===== src/rtl/pipe_hazard_ctrl.sv =====
// Hazard/sequencing controller for the 5-stage pipeline: load-use stalls, redirect squash, mult/div sequencing.
// Optional saturating stall/flush counters are compiled in with HAZ_STATS_EN.
module pipe_hazard_ctrl #(
    parameter int MD_LAT = 32,
    parameter int CNT_W  = 6
) (
    input  logic       clk,
    input  logic       rst,
    input  logic [4:0] id_rs,
    input  logic [4:0] id_rt,
    input  logic       id_uses_rs,
    input  logic       id_uses_rt,
    input  logic       ex_mem_read,
    input  logic [4:0] ex_rt,
    input  logic       ex_redirect,
    input  logic       id_md_start,
    input  logic       id_md_use,
    output logic       pc_wr,
    output logic       if_id_wr,
    output logic       if_id_flush,
    output logic       id_ex_flush,
    output logic       md_busy,
    output logic       md_done
`ifdef HAZ_STATS_EN
    ,
    output logic [31:0] lu_stall_cnt,
    output logic [31:0] md_stall_cnt,
    output logic [31:0] flush_cnt
`endif
);

    typedef enum logic [1:0] {MD_IDLE, MD_RUN, MD_DONE} md_state_t;

    localparam logic [CNT_W-1:0] RELOAD = CNT_W'(MD_LAT - 1);

    md_state_t        state;
    logic [CNT_W-1:0] cnt;
    logic             lu, mdh, accept;

    // A load into $0 never produces a value anyone waits for.
    always_comb begin
        lu = ex_mem_read && (ex_rt != 5'd0) &&
             ((id_uses_rs && (id_rs == ex_rt)) || (id_uses_rt && (id_rt == ex_rt)));
    end

    assign md_busy = (state == MD_RUN);
    assign md_done = (state == MD_DONE);
    assign mdh     = md_busy && (id_md_start || id_md_use);
    assign accept  = id_md_start && !ex_redirect && !lu && !mdh;

    always_comb begin
        pc_wr       = 1'b1;
        if_id_wr    = 1'b1;
        if_id_flush = 1'b0;
        id_ex_flush = 1'b0;
        if (!rst) begin
            if (ex_redirect) begin
                if_id_flush = 1'b1;
                id_ex_flush = 1'b1;
            end else if (lu || mdh) begin
                pc_wr       = 1'b0;
                if_id_wr    = 1'b0;
                id_ex_flush = 1'b1;
            end
        end
    end

    // A redirect never aborts a running op: it was issued on the correct path.
    always_ff @(posedge clk or posedge rst) begin
        if (rst) begin
            state <= MD_IDLE;
            cnt   <= '0;
        end else begin
            case (state)
                MD_IDLE: begin
                    if (accept) begin
                        state <= MD_RUN;
                        cnt   <= RELOAD;
                    end
                end
                MD_RUN: begin
                    if (cnt == '0) state <= MD_DONE;
                    else           cnt   <= cnt - 1'b1;
                end
                MD_DONE: begin
                    if (accept) begin
                        state <= MD_RUN;
                        cnt   <= RELOAD;
                    end else begin
                        state <= MD_IDLE;
                    end
                end
                default: state <= MD_IDLE;
            endcase
        end
    end

`ifdef HAZ_STATS_EN
    function automatic logic [31:0] sat_inc(input logic [31:0] v);
        return (v == 32'hFFFF_FFFF) ? v : v + 32'd1;
    endfunction

    always_ff @(posedge clk or posedge rst) begin
        if (rst) begin
            lu_stall_cnt <= '0;
            md_stall_cnt <= '0;
            flush_cnt    <= '0;
        end else begin
            if (!ex_redirect && lu)         lu_stall_cnt <= sat_inc(lu_stall_cnt);
            if (!ex_redirect && !lu && mdh) md_stall_cnt <= sat_inc(md_stall_cnt);
            if (ex_redirect)                flush_cnt    <= sat_inc(flush_cnt);
        end
    end
`endif

endmodule


===== config.mk =====
export PLATFORM = sky130hd
export DESIGN_NAME = pipe_hazard_ctrl
export DESIGN_NICKNAME = d
export VERILOG_FILES = /design/src/rtl/pipe_hazard_ctrl.sv
export SDC_FILE = /design/constraint.sdc
export NUM_CORES = 1
export LEC_CHECK = 0
export CORE_UTILIZATION = 45
export DETAILED_ROUTE_END_ITERATION = 12
export PLACE_DENSITY = 0.89
export SLEW_MARGIN = 25
export SYNTH_ARGS = -nofsm -noshare
export SYNTH_HDL_FRONTEND = slang
export SYNTH_SLANG_ARGS = --single-unit

===== constraint.sdc =====
create_clock -name clk -period 3.7 [get_ports clk]
set_input_delay 0.555 -clock clk [delete_from_list [all_inputs] [get_ports clk]]
set_output_delay 0.555 -clock clk [all_outputs]
set_load 0.05 [all_outputs]

==> summary.md, run 1 <==
| Metric | Value |
|---|---|
| Netlist cell types | 32 |
| Per-cell routed wire length | 13.2 um |
| Tcrit/Tclk final | 0.794 |
| Metal2 WL | 866 um |
| Worst hold stages | 2 |
| Vias per inst | 5.65 |
| CP max FO | 8 |
| CP arrival | 2380 ps |
| Clk root buf | clkbuf_4 |
| Post-route ant nets | 0 |
| FP Rows | 13 |
| Yosys reg bits | 8 |
| First drt pass iteration count | 5 |
| Total Routed Length | 1690 um |
| Synth area leader | dfrtp_1 |
| Fmax | 341 MHz |
| WHS | 619 ps |
| Crit path largest cell delay | 570 ps |
| Asr flop ratio synth | 1.00 |
| Hold EP | state[1]$_DFFE_PP0P_ |
| Core area | 0.00138 sq mm |
| Crit-path cells | clkdlybuf4s50_1 -> or4_4 -> o21ai_4 -> nor3_1 -> a21oi_1 -> buf_4 |
| Die ar. | 0.00173 sq mm |
| Final net count | 140 |
| Global placer's final weighted congestion | 0.841 |
| Status | finished clean |
| Die W | 41.6 um |
| Grt total ovfl | 0 |
| Setup Skew | 7.13 ps |
| Port Buf Inserts | 28 |
| Startpoint types | primary input |
| Yosys warns | 0 |
| Clock Sink Count | 8 |
| PwrDens | 513 mW/mm^2 |
| Share of cells above drive strength 1 | 0.142 |
| IO Pins | 29 |
| DP Wirelength | 1330 um |
| CTS max path bufs | 2 |
| Hold Buf Count CTS | 0 |
| Ranking of synthesized cells by area | dfrtp_1 (28%), xnor2_1 (12%), nor3_1 (5.7%) |
| Most numerous cell in the Yosys netlist | xnor2_1 |
| Tot Pwr | 0.521 mW |
| Largest net degree at the start of global routing | 13 |
| Clk_lat worst skew | 270 ps |
| Setup slack, reg-to-reg | 1500 ps |
| EDFF count, synth | 0 |
| Number of global-route vias before repair | 716 |
| Min cycle time layout | 2940 ps |
| Gate Count Post-Synth | 83 |
| Initial core utilization | 0.511 |
| Initial DRC Count | 13 |
| WL met1 | 634 um |
| Syn-to-layout area delta | 43.7% |
| Worst IR drop on VDD | 238 uV |
| CTS tree | done |
| Worst Path Required | 3140 ps |
| Slowest cell on the critical path | or4_4 |
| Post_cts resized | 0 |
| Commonest cells in the netlist | xnor2_1 (10), dfrtp_1 (8), nor3_1 (8) |
| H-Tree Depth | 1 |
| CP Class | in -> out |
| Antenna diode count | 0 |
| Placed cells | 125 |
| Synth Flop Type | dfrtp_1 |
| Post-Layout Cell Count | 128 |
| First-pass GRT wire length | 2880 um |
| Slew headroom | 0.390 |
| Synth top area share | 0.283 |
| Die height | 41.6 um |
| Fillers | 116 |
| Reg-to-reg endpoint | cnt[1]$_DFFE_PP0P_ |
| Setup Viol. Count Final | 0 |
| HP Class | reg -> reg |
| Slew @ Worst Pin | 914 ps |
| Met3 wire len | 136 um |
| Final Hold Viols | 0 |
| Vias | 723 |
| Setup Buffers After CTS | 0 |
| Post-Syn Nets | 108 |
| RSZ-0062 raised after global routing | no |
| Drt drc | 0 |
| Static leakage | 0.394 nW |
| Slew Limit Fails | 0 |
| Initial antenna violation count | 0 |
| Min-delay src | cnt[5]$_DFFE_PP0P_ |
| Max-cap check violation count | 0 |
| Setup TNS | 0 ps |
| Total GRT Usage | 0.221 |
| Syn avg cell area | 8.52 sq um |
| R2R Path Start | cnt[0]$_DFFE_PP0P_ |
| CTS clock-pin slew for the worst setup and hold paths | 60 ps |
| CP endpoint kind | output pin |
| Worst reg-to-reg path cell count | 6 |
| Sequential share of the synthesized area | 0.283 |
| Uppermost layer routed | met4 |
| CTS buffer count | 3 |
| Netlist area before placement | 707 sq um |
## logic make-up (layout without fill, tap and decap cells)
| family | count (synthesis) | after routing | synth area share |
|---|---|---|---|
| compound gates | 18 | 18 | 0.189 |
| flops | 8 | 8 | 0.283 |
| mux | 3 | 3 | 0.0478 |
| simple gates | 34 | 34 | 0.271 |
| buf+inv | 8 | 38 | 0.0496 |
| xor+xnor | 10 | 10 | 0.124 |
| fa+ha+maj | 2 | 2 | 0.0354 |
## cells in the final DEF (no fill, tap or decap), types with 3 or more instances in the layout
| cell type | count |
|---|---|
| buf_4 | 4 |
| nor2_1 | 7 |
| xnor2_1 | 10 |
| a21oi_1 | 7 |
| nor2b_1 | 4 |
| inv_1 | 6 |
| clkdlybuf4s50_1 | 25 |
| mux2_2 | 3 |
| clkbuf_4 | 3 |
| dfrtp_1 | 8 |
| nor3_1 | 8 |
## where the power goes
group	switching, mW	internal (mW)	total (mW)
clock network	0.0326	0.0373	0.0698
registers	0.0441	0.123	0.167
logic	0.152	0.133	0.284
total	0.228	0.293	0.521
## sequential cells by signal (all words and copies together) (netlist names)
name,count
state,2
cnt,6
## area by class of cell
class | count | area, sq um | area share
multi-input combinational | 67 | 472 | 0.464
sequential | 8 | 200 | 0.197
tap | 15 | 18.8 | 0.0185
inverter | 6 | 22.5 | 0.0222
clock buffer | 3 | 22.5 | 0.0222
timing repair buffer | 29 | 280 | 0.276
## layer usage
layer  track usage  vias to the layer above
li1              -                      359
met1         0.239                      316
met2         0.384                       43
met3        0.0435                        5
met4         0.148                        0
met5             0                        -
## critical path, delay by kind of cell
kind,cells,cell delay [ps]
compound gates,2,460
buf+inv,2,710
simple gates,2,640
## through the flow
stage | utilization | worst slack [ps] | instance area (sq um)
3_5_place_dp | 0.719 | 761 | 993
6_report | 0.735 | 764 | 1020
4_1_cts | 0.735 | 762 | 1020
5_1_grt | 0.735 | 662 | 1020
2_1_floorplan | - | 607 | 707
3_3_place_gp | 0.719 | 798 | 993
## worst max-delay path by stage
| stage | startpoint | end | slack (ps) | cells past startpoint |
|---|---|---|---|---|
| after CTS | ex_rt[1] | id_ex_flush | 760 | 6 |
| final | ex_rt[1] | pc_wr | 760 | 6 |
| after floorplan | ex_rt[1] | pc_wr | 610 | 5 |
| after detailed placement | ex_rt[1] | id_ex_flush | 760 | 6 |
| after global routing | ex_rt[1] | pc_wr | 660 | 6 |
| after global placement | ex_rt[1] | id_ex_flush | 800 | 6 |
No activity file was read; power rests on OpenSTA's default activity.
==> run 2: changes to the inputs <==
- CORE_UTILIZATION: 45 -> 42
- PLACE_DENSITY: 0.89 -> 0.85
- clock period: 3.7 -> 2.91 ns (I/O delays scaled with it)
==> summary.md, run 2 (synthesis gave the netlist of run 1 again) <==
| Metric | Value |
|---|---|
| Number of global-route vias before repair | 800 |
| Share of cells above drive strength 1 | 0.164 |
| CP max FO | 8 |
| Largest net degree at the start of global routing | 13 |
| Worst IR drop on VDD | 370 uV |
| WHS | 605 ps |
| Startpoint types | primary input |
| Top register by number of flip-flops | cnt |
| CTS max path bufs | 2 |
| Worst Path Required | 2470 ps |
| First drt pass iteration count | 3 |
| Initial antenna violation count | 0 |
| Slew headroom | 0.671 |
| Min cycle time layout | 2700 ps |
| Die W | 43.0 um |
| Slowest cell on the critical path | or4_4 |
| Port Buf Inserts | 28 |
| Per-cell routed wire length | 12.8 um |
| Slew @ Worst Pin | 492 ps |
| Setup TNS | 0 ps |
| Final net count | 143 |
| Antenna diode count | 0 |
| PwrDens | 637 mW/mm^2 |
| Setup slack, reg-to-reg | 1020 ps |
| RSZ-0062 raised after global routing | no |
| Crit path largest cell delay | 570 ps |
| Crit-path cells | clkdlybuf4s50_1 -> or4_4 -> o21ai_4 -> nor2_2 -> a211o_1 -> buf_12 |
| Top Registers | cnt (6), state (2) |
| DP Area | 0.00105 sq mm |
| Slew Limit Fails | 0 |
| Total Routed Length | 1700 um |
| Worst reg-to-reg path cell count | 6 |
| Most common cell after layout, fill and taps aside | clkdlybuf4s50_1 |
| DP Wirelength | 1490 um |
| Syn-to-layout area delta | 52.4% |
| Post-layout util | 0.699 |
| CP Class | in -> out |
| Die height | 43.0 um |
| Reg-to-reg endpoint | cnt[3]$_DFFE_PP0P_ |
| H-Tree Depth | 1 |
| Drt drc | 0 |
| CP arrival | 2260 ps |
| CTS clock-pin slew for the worst setup and hold paths | 50 ps |
| Final Cell Area | 0.00108 sq mm |
| Vias | 741 |
| Die ar. | 0.00185 sq mm |
| CTS tree | done |
| R2R Path Start | cnt[0]$_DFFE_PP0P_ |
| Initial DRC Count | 4 |
| Most frequent cells in the layout | clkdlybuf4s50_1 (25), xnor2_1 (10), nor3_1 (8), dfrtp_1 (8) |
| CTS buffer count | 3 |
| Post-route ant nets | 0 |
| Core area | 0.00154 sq mm |
| CP endpoint | id_ex_flush |
| IO Pins | 29 |
| Total GRT Usage | 0.223 |
| Clock Sink Count | 8 |
| CP endpoint kind | output pin |
| Status | finished clean |
| Post_cts resized | 0 |
| Critical path startpoint | ex_rt[1] |
| Clk_lat worst skew | 250 ps |
| Max-cap check violation count | 0 |
| FP Rows | 14 |
| Final Hold Viols | 0 |
| Fmax | 371 MHz |
| Clk root buf | clkbuf_4 |
| Tcrit/Tclk final | 0.926 |
| Global placer's final weighted congestion | 0.800 |
| Max FFs per register | 6 |
| Hold Buf Count CTS | 0 |
| First-pass GRT wire length | 3170 um |
| Setup Skew | 2.12 ps |
| Vias per inst | 5.61 |
| Initial core utilization | 0.459 |
| Static leakage | 0.425 nW |
| Setup Buffers After CTS | 0 |
| Grt total ovfl | 0 |
| HP Class | in -> async |
| Setup Viol. Count Final | 0 |
run 2: cell types whose count changed in the layout (fill, tap and decap cells not counted), sizes merged:
| cell | previous run | this run |
|---|---|---|
| buf | 4 | 7 |
run 2: worst min-delay path by stage:
stage	start	end	depth (start not counted)
after floorplan	rst	cnt[0]$_DFFE_PP0P_	1
after global placement	cnt[1]$_DFFE_PP0P_	cnt[1]$_DFFE_PP0P_	2
after detailed placement	cnt[1]$_DFFE_PP0P_	cnt[1]$_DFFE_PP0P_	2
after CTS	rst	state[0]$_DFFE_PP0P_	2
after global routing	rst	cnt[2]$_DFFE_PP0P_	2
final	rst	state[0]$_DFFE_PP0P_	2
run 2: critical path, delay by kind of cell:
family                 cells  cell delay [ps]
buffers and inverters      2              630
AND/OR/NAND/NOR            2              620
AO/OA/AOI/OAI              2              570
run 2: through the flow:
step / setup WS, ps / total power [mW] / std cells
final: 214 / 0.686 / 132
after floorplan: 54.3 / 0.468 / 83
after global placement: 242 / 0.589 / 129
after CTS: 215 / 0.693 / 132
after global routing: 123 / 0.757 / 132
after detailed placement: 224 / 0.607 / 129
run 2: per-layer routing:
| metal | track usage | share of wire | wire, um |
|---|---|---|---|
| met2 | 0.436 | 0.55 | 929 |
| met1 | 0.237 | 0.39 | 666 |
| met5 | 0 | 0 | 0 |
| met4 | 0.0909 | 0.020 | 34 |
| met3 | 0.0213 | 0.039 | 66 |
run 2: cell type report:
| type | instances | area (sq um) |
|---|---|---|
| timing repair buffer | 32 | 340 |
| inverter | 6 | 22.5 |
| sequential | 8 | 200 |
| fill | 121 | 464 |
| clock buffer | 3 | 22.5 |
| multi-input combinational | 67 | 472 |
| tap | 16 | 20.0 |
run 2: report_power, final:
group	internal [mW]	total, mW	switching (mW)
logic	0.194	0.392	0.198
clock network	0.0470	0.0824	0.0354
registers	0.157	0.212	0.0551
==> run 3: changes to the inputs <==
- CORE_MARGIN: unset -> 2
==> summary.md, run 3 (synthesis gave the netlist of run 1 again) <==
| Metric | Value |
|---|---|
| Status | finished clean |
| Min cycle time layout | 2720 ps |
| Placed cells | 129 |
| Initial core utilization | 0.459 |
| Fillers | 121 |
| CTS tree | done |
| Total GRT Usage | 0.204 |
| Setup Buffers After CTS | 0 |
| Tcrit/Tclk final | 0.934 |
| R2R Path Start | cnt[0]$_DFFE_PP0P_ |
| Die W | 45.0 um |
| CP max FO | 8 |
| Routing usage on met3 | 0.0280 |
| Share of cells above drive strength 1 | 0.164 |
| Worst Path Required | 2470 ps |
| Clk_lat worst skew | 250 ps |
| Vias per inst | 5.74 |
| Global routing usage on met1 | 0.203 |
| Vias | 758 |
| PwrDens | 641 mW/mm^2 |
| Clock Sink Count | 8 |
| HP Class | in -> async |
| CTS clock-pin slew for the worst setup and hold paths | 50 ps |
| Die ar. | 0.00203 sq mm |
| CTS buffer count | 3 |
| Critical path startpoint | ex_rt[1] |
| Initial DRC Count | 7 |
| Setup TNS | 0 ps |
| Total Routed Length | 1760 um |
| Most common cell after layout, fill and taps aside | clkdlybuf4s50_1 |
| Grt total ovfl | 0 |
| Die height | 45.0 um |
| CP arrival | 2280 ps |
| Global placer's final weighted congestion | 0.836 |
| CP endpoint kind | output pin |
| Post-Layout Cell Count | 132 |
| Syn-to-layout area delta | 52.4% |
| Slew Limit Fails | 0 |
| Final net count | 143 |
| Startpoint types | primary input |
| DP Wirelength | 1490 um |
| Port Buf Inserts | 28 |
| FP Rows | 14 |
| CTS max path bufs | 2 |
| Max FFs per register | 6 |
| Top register by number of flip-flops | cnt |
| Fmax | 368 MHz |
| GR met2 Demand/Resource | 0.374 |
| H-Tree Depth | 1 |
| Top Registers | cnt (6), state (2) |
| Final Cell Area | 0.00108 sq mm |
| DP Area | 0.00105 sq mm |
| Post-route ant nets | 0 |
| Static leakage | 0.425 nW |
| Initial antenna violation count | 0 |
| CP Class | in -> out |
| First drt pass iteration count | 4 |
| Per-cell routed wire length | 13.3 um |
| Antenna diode count | 0 |
| Slew @ Worst Pin | 495 ps |
| First-pass GRT wire length | 2900 um |
| Number of global-route vias before repair | 744 |
| IO Pins | 29 |
| Clk root buf | clkbuf_4 |
| Slew headroom | 0.669 |
| RSZ-0062 raised after global routing | no |
| Core area | 0.00154 sq mm |
| Final Hold Viols | 0 |
| Hold Buf Count CTS | 0 |
| Setup Skew | 1.02 ps |
| Top Usage Layer GRT | met2 |
| Drt drc | 0 |
| Setup Viol. Count Final | 0 |
| Most frequent cells in the layout | clkdlybuf4s50_1 (25), xnor2_1 (10), nor3_1 (8), dfrtp_1 (8) |
| Post_cts resized | 0 |
| Largest net degree at the start of global routing | 13 |
| Max-cap check violation count | 0 |
| Worst IR drop on VDD | 353 uV |
-- run 3: cell counts in the layout (fill, tap and decap cells not counted) --
No cell type changed its count.
-- run 3: through the flow --
stage	hold WS, ps	power (mW)	util	worst slack, ps
final	604	0.691	0.699	193
after global routing	648	0.746	0.699	89.7
after CTS	607	0.695	0.699	190
after detailed placement	612	0.610	0.684	194
after global placement	597	0.590	0.684	243
after floorplan	252	0.468	-	54.3
-- run 3: path summary, 6_finish.rpt --
| kind | cells past startpoint | to | slack, ps |
|---|---|---|---|
| worst max-delay path | 7 | if_id_wr | 190 |
| worst min-delay path | 2 | cnt[4]$_DFFE_PP0P_ | 600 |
| worst max register to register | 6 | cnt[3]$_DFFE_PP0P_ | 980 |
| worst min register to register | 2 | cnt[1]$_DFFE_PP0P_ | 610 |
| max in group asynchronous | 2 | cnt[1]$_DFFE_PP0P_ | 2070 |
| min in group clk | 2 | cnt[1]$_DFFE_PP0P_ | 610 |
-- run 3: layout make-up --
class / count / area, sq um / area share
inverters: 6 / 22.5 / 0.0209
multi-input cells: 67 / 472 / 0.438
well taps: 16 / 20.0 / 0.0186
clock buffers: 3 / 22.5 / 0.0209
flip-flops and latches: 8 / 200 / 0.186
repair buffers: 32 / 340 / 0.316
-- run 3: worst max-delay path, cell delays in order --
cell and delay, ps:
clkdlybuf4s50_1 470, or4_4 570, o21ai_4 250, nor3_1 90, a21oi_1 180, buf_4 160, buf_12 130
-- run 3: where the power goes --
group / leakage, nW / internal, mW / switching, mW / total (mW)
Combinational: 0.319 / 0.194 / 0.200 / 0.394
Sequential: 0.0922 / 0.156 / 0.0562 / 0.213
Clock: 0.0138 / 0.0472 / 0.0372 / 0.0844
-- run 3: metal layers --
metal / wire length, um / up-vias
li1: - / 368
met1: 643 / 349
met2: 924 / 35
met3: 134 / 6
met4: 57 / 0
met5: 0 / -
